## src/rtl/multicycle_control_fsm.sv

```systemverilog
// Moore control unit for the multicycle O9 CPU: walks fetch/decode/execute
// states and decodes every datapath strobe purely from the state register.
module multicycle_control_fsm #(
  parameter int          COUNT_W = 32,
  parameter logic [5:0]  OP_R    = 6'b000000,
  parameter logic [5:0]  OP_LW   = 6'b100011,
  parameter logic [5:0]  OP_SW   = 6'b101011,
  parameter logic [5:0]  OP_BEQ  = 6'b000100,
  parameter logic [5:0]  OP_ADDI = 6'b001000,
  parameter logic [5:0]  OP_J    = 6'b000010,
  parameter logic [5:0]  OP_HALT = 6'b111111
) (
  input  logic               clk,
  input  logic               reset,
  input  logic [5:0]         opCode,
  output logic               PCWriteCond,
  output logic               PCWrite,
  output logic               IorD,
  output logic               MemRead,
  output logic               MemWrite,
  output logic               MemtoReg,
  output logic               IRWrite,
  output logic [1:0]         PCSource,
  output logic [1:0]         ALUOp,
  output logic [1:0]         ALUSrcB,
  output logic               ALUSrcA,
  output logic               RegWrite,
  output logic               RegDst,
  output logic [3:0]         state,
  output logic               halted,
  output logic               illegal,
  output logic [COUNT_W-1:0] instr_count
);

  localparam logic [3:0] S_FETCH0 = 4'd0;
  localparam logic [3:0] S_FETCH1 = 4'd1;
  localparam logic [3:0] S_DECODE = 4'd2;
  localparam logic [3:0] S_MEMRD  = 4'd3;
  localparam logic [3:0] S_MEMWB  = 4'd4;
  localparam logic [3:0] S_MEMWR  = 4'd5;
  localparam logic [3:0] S_REX    = 4'd6;
  localparam logic [3:0] S_RWB    = 4'd7;
  localparam logic [3:0] S_IEX    = 4'd8;
  localparam logic [3:0] S_IWB    = 4'd9;
  localparam logic [3:0] S_BEQ    = 4'd10;
  localparam logic [3:0] S_JMP    = 4'd11;
  localparam logic [3:0] S_HALT   = 4'd12;
  localparam logic [3:0] S_ERR    = 4'd13;

  localparam logic [1:0] ALU_ADD   = 2'b00;
  localparam logic [1:0] ALU_SUB   = 2'b01;
  localparam logic [1:0] ALU_FUNCT = 2'b10;

  localparam logic [1:0] SRCB_B     = 2'b00;
  localparam logic [1:0] SRCB_ONE   = 2'b01;
  localparam logic [1:0] SRCB_IMM   = 2'b10;

  localparam logic [1:0] PCSRC_ALU  = 2'b00;
  localparam logic [1:0] PCSRC_ALUR = 2'b01;
  localparam logic [1:0] PCSRC_JUMP = 2'b10;

  logic [3:0] next_state;
  logic       retire;

  // opCode has no handshake: the datapath holds IR stable from FETCH1 onward,
  // and only the DECODE-state edge consumes it.
  function automatic logic [3:0] dispatch(input logic [5:0] op);
    logic [3:0] nxt;
    nxt = S_ERR;
    if (op == OP_LW)        nxt = S_MEMRD;
    else if (op == OP_SW)   nxt = S_MEMWR;
    else if (op == OP_R)    nxt = S_REX;
    else if (op == OP_ADDI) nxt = S_IEX;
    else if (op == OP_BEQ)  nxt = S_BEQ;
    else if (op == OP_J)    nxt = S_JMP;
    else if (op == OP_HALT) nxt = S_HALT;
    return nxt;
  endfunction

  always_comb begin
    next_state = S_FETCH0;
    case (state)
      S_FETCH0: next_state = S_FETCH1;
      S_FETCH1: next_state = S_DECODE;
      S_DECODE: next_state = dispatch(opCode);
      S_MEMRD:  next_state = S_MEMWB;
      S_MEMWB:  next_state = S_FETCH0;
      S_MEMWR:  next_state = S_FETCH0;
      S_REX:    next_state = S_RWB;
      S_RWB:    next_state = S_FETCH0;
      S_IEX:    next_state = S_IWB;
      S_IWB:    next_state = S_FETCH0;
      S_BEQ:    next_state = S_FETCH0;
      S_JMP:    next_state = S_FETCH0;
      S_HALT:   next_state = S_HALT;
      S_ERR:    next_state = S_ERR;
      default:  next_state = S_FETCH0;
    endcase
  end

  // An instruction retires on the edge that leaves its final state.
  always_comb begin
    retire = 1'b0;
    case (state)
      S_MEMWB, S_MEMWR, S_RWB, S_IWB, S_BEQ, S_JMP: retire = 1'b1;
      default: retire = 1'b0;
    endcase
  end

  always_ff @(posedge clk or negedge reset) begin
    if (!reset) begin
      state       <= S_FETCH0;
      instr_count <= '0;
    end else begin
      state <= next_state;
      if (retire) instr_count <= instr_count + COUNT_W'(1);
    end
  end

  always_comb begin
    PCWriteCond = 1'b0;
    PCWrite     = 1'b0;
    IorD        = 1'b0;
    MemRead     = 1'b0;
    MemWrite    = 1'b0;
    MemtoReg    = 1'b0;
    IRWrite     = 1'b0;
    PCSource    = PCSRC_ALU;
    ALUOp       = ALU_ADD;
    ALUSrcB     = SRCB_B;
    ALUSrcA     = 1'b0;
    RegWrite    = 1'b0;
    RegDst      = 1'b0;
    halted      = 1'b0;
    illegal     = 1'b0;
    case (state)
      S_FETCH0: begin
        IorD    = 1'b0;
        MemRead = 1'b1;
      end
      S_FETCH1: begin
        IRWrite  = 1'b1;
        ALUSrcA  = 1'b0;
        ALUSrcB  = SRCB_ONE;
        ALUOp    = ALU_ADD;
        PCSource = PCSRC_ALU;
        PCWrite  = 1'b1;
      end
      S_DECODE: begin
        ALUSrcA = 1'b0;
        ALUSrcB = SRCB_IMM;
        ALUOp   = ALU_ADD;
      end
      S_MEMRD: begin
        IorD    = 1'b1;
        MemRead = 1'b1;
        ALUSrcA = 1'b1;
        ALUSrcB = SRCB_IMM;
        ALUOp   = ALU_ADD;
      end
      S_MEMWB: begin
        MemtoReg = 1'b1;
        RegDst   = 1'b0;
        RegWrite = 1'b1;
      end
      S_MEMWR: begin
        IorD     = 1'b1;
        MemWrite = 1'b1;
        ALUSrcA  = 1'b1;
        ALUSrcB  = SRCB_IMM;
        ALUOp    = ALU_ADD;
      end
      S_REX: begin
        ALUSrcA = 1'b1;
        ALUSrcB = SRCB_B;
        ALUOp   = ALU_FUNCT;
      end
      S_RWB: begin
        ALUSrcA  = 1'b1;
        ALUSrcB  = SRCB_B;
        ALUOp    = ALU_FUNCT;
        RegDst   = 1'b1;
        RegWrite = 1'b1;
        MemtoReg = 1'b0;
      end
      S_IEX: begin
        ALUSrcA = 1'b1;
        ALUSrcB = SRCB_IMM;
        ALUOp   = ALU_ADD;
      end
      S_IWB: begin
        ALUSrcA  = 1'b1;
        ALUSrcB  = SRCB_IMM;
        ALUOp    = ALU_ADD;
        RegDst   = 1'b0;
        RegWrite = 1'b1;
      end
      S_BEQ: begin
        ALUSrcA     = 1'b1;
        ALUSrcB     = SRCB_B;
        ALUOp       = ALU_SUB;
        PCWriteCond = 1'b1;
        PCSource    = PCSRC_ALUR;
      end
      S_JMP: begin
        PCWrite  = 1'b1;
        PCSource = PCSRC_JUMP;
      end
      S_HALT:  halted  = 1'b1;
      S_ERR:   illegal = 1'b1;
      default: ;
    endcase
  end

endmodule

```

## config.mk

```make
export PLATFORM = sky130hd
export DESIGN_NAME = multicycle_control_fsm
export DESIGN_NICKNAME = d
export VERILOG_FILES = /design/src/rtl/multicycle_control_fsm.sv
export SDC_FILE = /design/constraint.sdc
export NUM_CORES = 1
export LEC_CHECK = 0
export CORE_UTILIZATION = 35
export DETAILED_ROUTE_END_ITERATION = 8
export GPL_ROUTABILITY_DRIVEN = 0
export PLACE_DENSITY_LB_ADDON = 0.08
export SKIP_CTS_REPAIR_TIMING = 1
export SLEW_MARGIN = 20
export SYNTH_ARGS = -nofsm -noshare
export SYNTH_HDL_FRONTEND = slang
export SYNTH_SLANG_ARGS = --single-unit
```

## constraint.sdc

```tcl
create_clock -name clk -period 1.8 [get_ports clk]
set_clock_uncertainty 0.2 [all_clocks]
set_input_delay 0.36 -clock clk [delete_from_list [all_inputs] [get_ports clk]]
set_output_delay 0.36 -clock clk [all_outputs]
set_load 0.03 [all_outputs]
```

==> metrics.md, run 1 <==
| Metric | Value |
|---|---|
| Outcome | `complete, but fails checks` |
| Failing checks | `setup timing` |
| Design area | `0.00356 mm²` |
| # IOs | `62` |
| Initial antenna violation count | `0` |
| Place WS | `-0.403 ns` |
| WP data arrival | `1.47 ns` |
| Pwr dens | `1270 mW/mm²` |
| Layout area overhead | `78.7%` |
| Worst-path fanout max | `9` |
| Critical path launch point type | `flip-flop` |
| Vias per cell | `4.93` |
| Min-Delay Path Class | `primary input to async pin` |
| Dpl hpwl | `3740 µm` |
| Number of unique standard cell types used by synthesis | `42` |
| Routed WL per cell | `13.6 µm` |
| P_leak | `2.15 nW` |
| Initial Utilization | `0.361` |
| Site row count | `27` |
| Fillers | `473` |
| CTS root buf | `clkbuf_8` |
| Synth cell count leaders | `36 x dfrtp_1, 23 x nor3_1, 21 x xor2_1` |
| WL met2 | `2620 µm` |
| Post-Synthesis Cell Area | `0.00199 mm²` |
| Main combinational cell family by area after synthesis | `simple AND/OR/NAND/NOR gates` |
| CP endpoint kind | `output pin` |
| DRT iter0 DRCs | `51` |
| Share of async-settable or async-resettable flops after synthesis | `1.00` |
| Most frequent cell after synthesis | `dfrtp_1` |
| Final Max Slew Viols | `0` |
| Share of layout cells above drive strength 1 | `0.443` |
| RR Endpoint | `instr_count[29]` |
| Initial DRT Pass Iterations | `6` |
| IR drop worst, VDD | `0.000833 V` |
| Mux contribution to synthesized area | `0.0113` |
| Number of synthesized register bits | `36` |
| Deepest clock path buffer count | `2` |
| Via count | `1946` |
| Crit path kind | `flip-flop to output pin` |
| Ant. Diodes | `0` |
| RSZ-0062 raised after global routing | `true` |
| DR WL met3 | `181 µm` |
| Placed Area | `0.00314 mm²` |
| Fraction of the cycle the final worst path needs | `1.13` |
| Die Height | `77.4 µm` |
| Biggest area consumer among synthesized cells | `dfrtp_1` |
| Total of max-cap violations | `0` |
| Post-Route WL | `5370 µm` |
| Synth top area share | `0.453` |
| Finished Layout Cells | `395` |
| M1 wire length | `2540 µm` |
| Syn nets | `218` |
| Pin count of the biggest net entering global routing | `37` |
| Top Layer Used | `met4` |
| Worst setup margin | `-0.234 ns` |
| Clock transition at path regs | `0.07 ns` |
| CP required | `1.24 ns` |
| Synth Area in Adders | `0.00629` |
| GR Overflow Total | `0` |
| Clk sinks | `36` |
| Vias in the first global route | `1954` |
| Flop2flop setup slack | `-0.15 ns` |
| Synthesized netlist cell count | `209` |
| Top cells by area, synth | `dfrtp_1 45%, xor2_1 9.2%, xnor2_1 6.6%, nor3_1 5.8%, nor2_1 2.6%` |
| Layout Nets | `331` |
| GRT Util Overall | `0.180` |
| H-tree level count | `2` |
| Number of synthesized flops with an enable pin | `0` |
| First-pass GRT wire length | `8670 µm` |
| Count of buffers from port buffering | `61` |
| R2R cell count | `7` |
| CORE AREA | `0.00551 mm²` |
| Die Wd | `77.4 µm` |
| Part of the Yosys area used for sequential elements | `0.453` |
| Worst slew pin tran | `0.411 ns` |
| Crit Reg-Reg Startpoint | `state[3]` |
| Placed cell count | `383` |
| Setup violations, final | `37` |
| Slew Limit Headroom | `0.726` |
| Antenna-violating nets left | `0` |
| YS warnings | `0` |
| FMAX | `0.492 GHz` |
| Complex-gate fraction of the synthesized area | `0.0830` |
| Synth Area in Simple Gates | `0.246` |
| Final hold violations | `0` |
| DR DRC count | `0` |
| Total CTS buffers | `5` |
| Die ar. | `0.00599 mm²` |
| XOR/XNOR Fraction of Synth Area | `0.158` |
| Synth Area per Inst | `9.52 µm²` |
| Crit path launch | `state[3]` |
| Final core utilization | `0.646` |
| Final min period | `2.03 ns` |
| Most used DFF post-synth | `dfrtp_1` |
| CTS tree | `yes` |
| End of the critical path | `ALUSrcB[1]` |
| Clock Latency Late Sink | `0.28 ns` |
## logic make-up after synthesis
logic type      Yosys count
compound gates           23
xor+xnor                 36
fa+ha+maj                 1
buf+inv                  20
flops                    36
mux                       2
simple gates             91
## how the worst min path moves through the flow
| stage | cells after the start | endpoint | start | slack, ns |
|---|---|---|---|---|
| after global placement | 1 | instr_count[31] | instr_count[31] | 0.26 |
| final | 2 | instr_count[16] | reset | 0.26 |
| after CTS | 2 | instr_count[16] | reset | 0.25 |
| after floorplan | 0 | instr_count[0] | reset | -0.14 |
| after global routing | 2 | instr_count[30] | reset | 0.28 |
| after detailed placement | 1 | instr_count[31] | instr_count[31] | 0.27 |
## critical path, stage by stage (launching register included)
cell      delay (ns)
dfrtp_2         0.43
buf_8           0.15
nand2b_4        0.13
o21ai_2         0.07
mux2_4          0.27
buf_6           0.14
## routing by layer
layer / vias to the layer above / global-route usage
met5: - / 0
met4: 0 / 0.0509
met3: 2 / 0.0388
met2: 36 / 0.299
met1: 942 / 0.236
li1: 966 / -
## cells in the final DEF, fill, tap and decap left out, drive strengths merged, types with 9 or more instances in the layout
cell type     count
dlymetal6s2s     36
nor3             23
dfrtp            36
buf              78
inv               9
nand2            12
xnor2            15
nor2             14
xor2             21
nand3            10
## state kept, by name, indices dropped and copies added (netlist names)
register	cells
instr_count	32
state	4
## power breakdown
| part | internal, W | switching [W] |
|---|---|---|
| sequential | 0.000929 | 0.0000988 |
| clock | 0.000411 | 0.000286 |
| combinational | 0.00131 | 0.00147 |
| total | 0.00265 | 0.00186 |
## area by class of cell
type | instances | area [µm²] | area share
clock buffer | 6 | 72.6 | 0.0204
clock inverter | 2 | 35.0 | 0.00985
inverter | 9 | 33.8 | 0.00950
multi-input combinational | 153 | 1270 | 0.356
timing repair buffer | 117 | 1140 | 0.321
sequential | 36 | 918 | 0.258
tap | 72 | 90.1 | 0.0253
## per-stage QoR
step | hold WS [ns] | TNS (ns) | total power (W)
6_report | 0.259 | -3.77 | 0.00451
5_1_grt | 0.275 | -7.91 | 0.00478
4_1_cts | 0.255 | -9.57 | 0.00426
3_5_place_dp | 0.268 | -1.34 | 0.00353
3_3_place_gp | 0.256 | -1.12 | 0.00353
2_1_floorplan | -0.136 | -2.15 | 0.00258
Note: power is estimated with default switching activity, not from simulation.
==> run 2, diff against run 1 <==
- clock period: 1.8 -> 1.76 ns (I/O delays scaled with it)
==> run 2 against run 1 <==
The flow still finishes with violations (setup timing). First-iteration DRC count rose by 39%. Sequential power is essentially flat. Register-to-register slack better by 0.02 ns. Routed wire length shrank 0.78%. Critical path type unchanged. Largest power group unchanged. Hold slack got worse by 0.0078 ns. Final cell count rose by 2.3%. Die area unchanged. Global-route usage hardly changed. Flip-flop and latch count unchanged. Count of clock-buffer cells in the layout grew 1. Highest routed layer unchanged.
==> metrics.md, run 2 (same netlist as run 1, synthesis figures left out) <==
| Metric | Value |
|---|---|
| Initial Utilization | `0.361 (unchanged)` |
| DR DRC count | `0 (unchanged)` |
| Clk sinks | `36 (unchanged)` |
| Vias in the first global route | `1865 (-4.6%)` |
| Failing checks | `setup timing` |
| P_leak | `2.17 nW (+1.2%)` |
| Worst setup margin | `-0.273 ns (-0.0382 ns)` |
| Ant. Diodes | `0 (unchanged)` |
| Psw | `0.00193 W (+3.6%)` |
| Die Wd | `77.4 µm (unchanged)` |
| Outcome | `complete, but fails checks` |
| Clock transition at path regs | `0.07 ns (about the same)` |
| # IOs | `62 (unchanged)` |
| Vias per cell | `4.92 (-0.17%)` |
| Most common cell after layout, fill and taps aside | `buf_4` |
| Crit path largest cell delay | `0.44 ns (about the same)` |
| Sw Share | `0.423 (+0.0109)` |
| Most frequent cells in the layout | `65 x buf_4, 36 x dlymetal6s2s_1, 22 x dfrtp_1` |
| Dpl hpwl | `3810 µm (+2.0%)` |
| Critical path launch point type | `flip-flop` |
| Top reg by flops | `instr_count` |
| Deepest clock path buffer count | `2 (unchanged)` |
| Final core utilization | `0.653 (+0.00727)` |
| WP data arrival | `1.48 ns (about the same)` |
| Slew Limit Headroom | `0.763 (+0.0375)` |
| Clock Latency Late Sink | `0.28 ns (about the same)` |
| Place WS | `-0.448 ns (-0.0450 ns)` |
| Die ar. | `0.00599 mm² (unchanged)` |
| Total CTS buffers | `5 (unchanged)` |
| CP most frequent cell | `buf_6` |
| IR drop worst, VDD | `0.00151 V (+82%)` |
| Site row count | `27 (unchanged)` |
| RSZ-0062 raised after global routing | `true` |
| DRT iter0 DRCs | `71 (+39%)` |
| Antenna-violating nets left | `0 (unchanged)` |
| Crit path kind | `flip-flop to output pin` |
| Slowest library cell on the worst path | `dfrtp_2` |
| Crit path buf inv count | `3 (+1)` |
| M1 GR Usage | `0.250 (+0.0142)` |
| Worst slew pin tran | `0.346 ns (-0.0652 ns)` |
| CP required | `1.21 ns (-0.03 ns)` |
| Worst-path fanout max | `5 (-4)` |
| Combinational Power Share | `0.644 (+0.026)` |
| CP endpoint kind | `output pin` |
| Setup violations, final | `41 (+11%)` |
| Routed WL per cell | `13.2 µm (-3.0%)` |
| Pwr dens | `1270 mW/mm² (-0.19%)` |
| Register share of total power | `0.233 (+0.005)` |
| Post-Route WL | `5330 µm (-0.78%)` |
| Final min period | `2.03 ns` |
| GRT Max-Usage Layer | `met2` |
| Max reg flops | `32 (unchanged)` |
| Met3 usage | `0.0353 (-0.00353)` |
| FMAX | `0.492 GHz` |
| Count of buffers from port buffering | `61 (unchanged)` |
| Min-Delay Path Class | `primary input to async pin` |
| Layout area overhead | `80.8%` |
| Setup TNS | `-5.46 ns (-1.69 ns)` |
| GR Overflow Total | `0 (unchanged)` |
| CTS tree | `yes` |
| Crit-path cells | `buf_6 -> nand2b_4 -> buf_12 -> nor2_4 -> or2_4 -> buf_6` |
| Via count | `1987 (+2.1%)` |
| First-pass GRT wire length | `8590 µm (-0.96%)` |
| Initial DRT Pass Iterations | `4 (-2)` |
| WHS | `0.251 ns (-0.00778 ns)` |
| GRT Util Overall | `0.181 (+0.000182)` |
| Initial antenna violation count | `0 (unchanged)` |
| Int Pwr | `0.00263 W (-0.94%)` |
| H-tree level count | `2 (unchanged)` |
| CORE AREA | `0.00551 mm² (unchanged)` |
| Fillers | `473 (unchanged)` |
| Pin count of the biggest net entering global routing | `37 (unchanged)` |
| Grt met2 use | `0.288 (-0.0106)` |
| Fraction of the cycle the final worst path needs | `1.15` |
| Final Max Slew Viols | `0 (unchanged)` |
| Share of layout cells above drive strength 1 | `0.428 (-0.0150)` |
| Total of max-cap violations | `0 (unchanged)` |
| Layout Nets | `340 (+2.7%)` |
| Final hold violations | `0 (unchanged)` |
| Top delay family on crit path | `flip-flops` |
| Clock power share | `0.123 (-0.032)` |
| CTS root buf | `clkbuf_8` |
| Top Registers | `instr_count: 32 flops, state: 4 flops` |
| Die Height | `77.4 µm (unchanged)` |
-- run 2: worst paths after layout --
check / slack (ns) / startpoint / depth (start not counted) / end
max: -0.27 / state[3] / 6 / PCWrite
max reg2reg: -0.13 / state[1] / 6 / instr_count[29]
max in group asynchronous: 0.91 / reset / 2 / state[1]
min: 0.25 / reset / 2 / instr_count[9]
min reg2reg: 0.27 / instr_count[31] / 1 / instr_count[31]
min in group clk: 0.27 / instr_count[31] / 1 / instr_count[31]
-- run 2: worst reg2reg max path, cell delays in order (launching register included) --
cell and delay, ns:
dfrtp_2 0.45, xnor2_1 0.28, buf_4 0.19, o2111ai_1 0.10, buf_4 0.19, nor4_2 0.25, xor2_1 0.16
-- run 2: layer usage --
metal	part of all wire	wire length, µm	up-vias
li1	-	-	981
met1	0.49	2610	964
met2	0.47	2520	38
met3	0.032	172	4
met4	0.0056	30	0
met5	0	0	-
-- run 2: final cells by class --
cell class                      instances  area, µm²  area share
Timing Repair Buffer                  126       1250       0.348
Multi-Input combinational cell        153       1220       0.340
Sequential cell                        36        918       0.255
Tap cell                               72       90.1      0.0251
Clock buffer                            7       76.3      0.0212
Inverter                                9       33.8     0.00939
Clock inverter                          1       5.00     0.00139
-- run 2: through the flow --
step / instance area (µm²) / std cells / total power, W
5_1_grt: 3600 / 404 / 0.00481
2_1_floorplan: 2200 / 209 / 0.00266
3_3_place_gp: 3180 / 388 / 0.00359
6_report: 3600 / 404 / 0.00455
3_5_place_dp: 3180 / 388 / 0.00361
4_1_cts: 3260 / 396 / 0.00419
-- run 2: power groups by stage --
stage | Clock [W] | Sequential [W] | Combinational (W)
after global placement | 0 | 0.00107 | 0.00252
final | 0.000559 | 0.00106 | 0.00293
after detailed placement | 0 | 0.00107 | 0.00254
after global routing | 0.000623 | 0.00107 | 0.00312
after CTS | 0.000583 | 0.00106 | 0.00255
after floorplan | 0 | 0.00129 | 0.00136
==> run 3, diff against run 2 <==
- CORE_MARGIN: unset -> 2
==> run 3 against run 2 <==
The run still ends with setup timing left. Design area rose by 2.1%. Via count fell by 0.55%. Combinational power rose by 2%. Count of clock-buffer cells in the layout rose by 1. First-iteration DRC count fell by 7.0%. Total power rose by 3.0%. Setup slack got worse by 0.013 ns. Register-to-register slack got worse by 0.05 ns. Die area rose by 5.2%. Hold slack improved by 0.014 ns. Critical path type unchanged. Largest cell class unchanged. Highest routed layer unchanged.
==> metrics.md, run 3 (same netlist as run 1, synthesis figures left out) <==
| Metric | Value |
|---|---|
| Top reg by flops | `instr_count` |
| Fraction of the cycle the final worst path needs | `1.16 (+0.00750)` |
| Slowest library cell on the worst path | `dfrtp_2` |
| CTS root buf | `clkbuf_8` |
| Post-Route WL | `5320 µm (-0.23%)` |
| Clock Latency Late Sink | `0.28 ns (about the same)` |
| Final core utilization | `0.667 (+0.0136)` |
| RR Endpoint | `instr_count[11]` |
| Via count | `1976 (-0.55%)` |
| Worst setup margin | `-0.286 ns (-0.0132 ns)` |
| IR drop worst, VDD | `0.00139 V (-8.3%)` |
| GR Overflow Total | `0 (unchanged)` |
| Top Registers | `instr_count: 32 flops, state: 4 flops` |
| Crit-path cells | `buf_8 -> nand2b_4 -> nor3_4 -> or2_4 -> buf_6` |
| Worst-path fanout max | `4 (-1)` |
| Worst slew pin tran | `0.402 ns (+0.0553 ns)` |
| Failing checks | `setup timing` |
| Crit path kind | `flip-flop to output pin` |
| Die Wd | `79.4 µm (+2.6%)` |
| HP Start | `instr_count[31]` |
| Initial Utilization | `0.361 (unchanged)` |
| Vias in the first global route | `1853 (-0.64%)` |
| Clk sinks | `36 (unchanged)` |
| Total CTS buffers | `5 (unchanged)` |
| CTS tree | `yes` |
| Crit path largest cell delay | `0.45 ns (about the same)` |
| DR WL met3 | `253 µm (+47%)` |
| Hold Crit Depth | `1` |
| Placed Area | `0.00322 mm² (+1.1%)` |
| Final min period | `2.05 ns (+0.0132 ns)` |
| Design area | `0.00367 mm² (+2.1%)` |
| Pin count of the biggest net entering global routing | `22 (-41%)` |
| Initial DRT Pass Iterations | `4 (unchanged)` |
| Count of buffers from port buffering | `61 (unchanged)` |
| Die Height | `79.4 µm (+2.6%)` |
| Antenna-violating nets left | `0 (unchanged)` |
| Reg area | `918 µm² (unchanged)` |
| Multi-input logic area | `0.00124 mm² (+1.7%)` |
| Top Layer Used | `met4` |
| Total of max-cap violations | `0 (unchanged)` |
| WP data arrival | `1.49 ns (about the same)` |
| Final Max Slew Viols | `0 (unchanged)` |
| Most frequent cells in the layout | `68 x buf_4, 36 x dlymetal6s2s_1, 22 x dfrtp_1` |
| Layout area overhead | `84.5%` |
| DR DRC count | `0 (unchanged)` |
| M1 wire length | `2310 µm (-11%)` |
| # IOs | `62 (unchanged)` |
| Placed cell count | `395 (+1.8%)` |
| CORE AREA | `0.00551 mm² (unchanged)` |
| Layout Nets | `346 (+1.8%)` |
| CP required | `1.21 ns (about the same)` |
| Vias per cell | `4.82 (-2.0%)` |
| CP endpoint kind | `output pin` |
| Fillers | `446 (-5.7%)` |
| Share of layout cells above drive strength 1 | `0.438 (+0.0102)` |
| R2R cell count | `6 (unchanged)` |
| Site row count | `27 (unchanged)` |
| DRT iter0 DRCs | `66 (-7.0%)` |
| H-tree level count | `2 (unchanged)` |
| Initial antenna violation count | `0 (unchanged)` |
| Clock transition at path regs | `0.07 ns (about the same)` |
| Setup violations, final | `42 (+2.4%)` |
| WL met2 | `2680 µm (+6.5%)` |
| Critical path launch point type | `flip-flop` |
| Crit Reg-Reg Startpoint | `state[3]` |
| Pwr dens | `1280 mW/mm² (+0.88%)` |
| Die ar. | `0.00630 mm² (+5.2%)` |
| GRT Util Overall | `0.169 (-0.0120)` |
| RSZ-0062 raised after global routing | `true` |
| Hold Path Sink | `instr_count[31]` |
| Outcome | `complete, but fails checks` |
| P_leak | `2.21 nW (+1.7%)` |
| Min-Delay Path Class | `flip-flop to flip-flop` |
| Flop2flop setup slack | `-0.18 ns (-0.05 ns)` |
| FMAX | `0.489 GHz (-0.65%)` |
| Dpl hpwl | `3840 µm (+0.82%)` |
| Slew Limit Headroom | `0.732 (-0.0309)` |
| Most common cell after layout, fill and taps aside | `buf_4` |
| Routed WL per cell | `13.0 µm (-1.7%)` |
| Finished Layout Cells | `410 (+1.5%)` |
| Max reg flops | `32 (unchanged)` |
| Deepest clock path buffer count | `2 (unchanged)` |
| Final hold violations | `0 (unchanged)` |
| First-pass GRT wire length | `8420 µm (-1.9%)` |
| Ant. Diodes | `0 (unchanged)` |
## run 3: cell types whose count changed in the layout (fill, tap and decap cells not counted), sizes merged
cell           delta
clkdlybuf4s50     -1
clkbuf            +1
clkinv            -1
dlygate4sd3       +1
buf               +6
## run 3: critical path: cells and delay by family, from the launching register on
| kind | cells | cell delay [ns] |
|---|---|---|
| DFF | 1 | 0.45 |
| buffers and inverters | 2 | 0.26 |
| and+or+nand+nor | 3 | 0.49 |
## run 3: how the worst max path moves through the flow
stage	from	end	slack, ns	cells after the start
after floorplan	state[3]	RegWrite	-0.24	4
after global placement	opCode[0]	state[3]	-0.46	5
after detailed placement	opCode[0]	state[3]	-0.48	5
after CTS	state[3]	RegWrite	-0.39	6
after global routing	state[1]	PCWrite	-0.36	5
final	state[1]	PCWrite	-0.29	5
## run 3: report_power, final
group	total [W]	leakage, nW	switching (W)	internal (W)
registers	0.00106	0.469	0.000105	0.000950
logic	0.00299	1.69	0.00157	0.00142
clock network	0.000641	0.0515	0.000284	0.000357
total	0.00469	2.21	0.00196	0.00273
## run 3: area by class of cell
type / instances / area share
inverters: 9 / 0.00920
clock buffers: 8 / 0.0273
multi-input cells: 153 / 0.338
well taps: 72 / 0.0245
repair buffers: 132 / 0.350
flip-flops and latches: 36 / 0.250
## run 3: layer usage
layer,global-route usage,vias up
met5,0,-
met4,0.0621,0
met3,0.0294,5
met2,0.289,48
met1,0.213,930
li1,-,993
## run 3: stage by stage
step	setup WS, ns	power, W	hold WS [ns]	setup TNS [ns]
floorplan	-0.244	0.00266	-0.144	-3.41
global placement	-0.455	0.00363	0.104	-1.92
global route	-0.360	0.00496	0.291	-11.68
finish	-0.286	0.00469	0.266	-6.08
detailed placement	-0.478	0.00365	0.105	-2.36
CTS	-0.392	0.00431	-0.213	-13.33
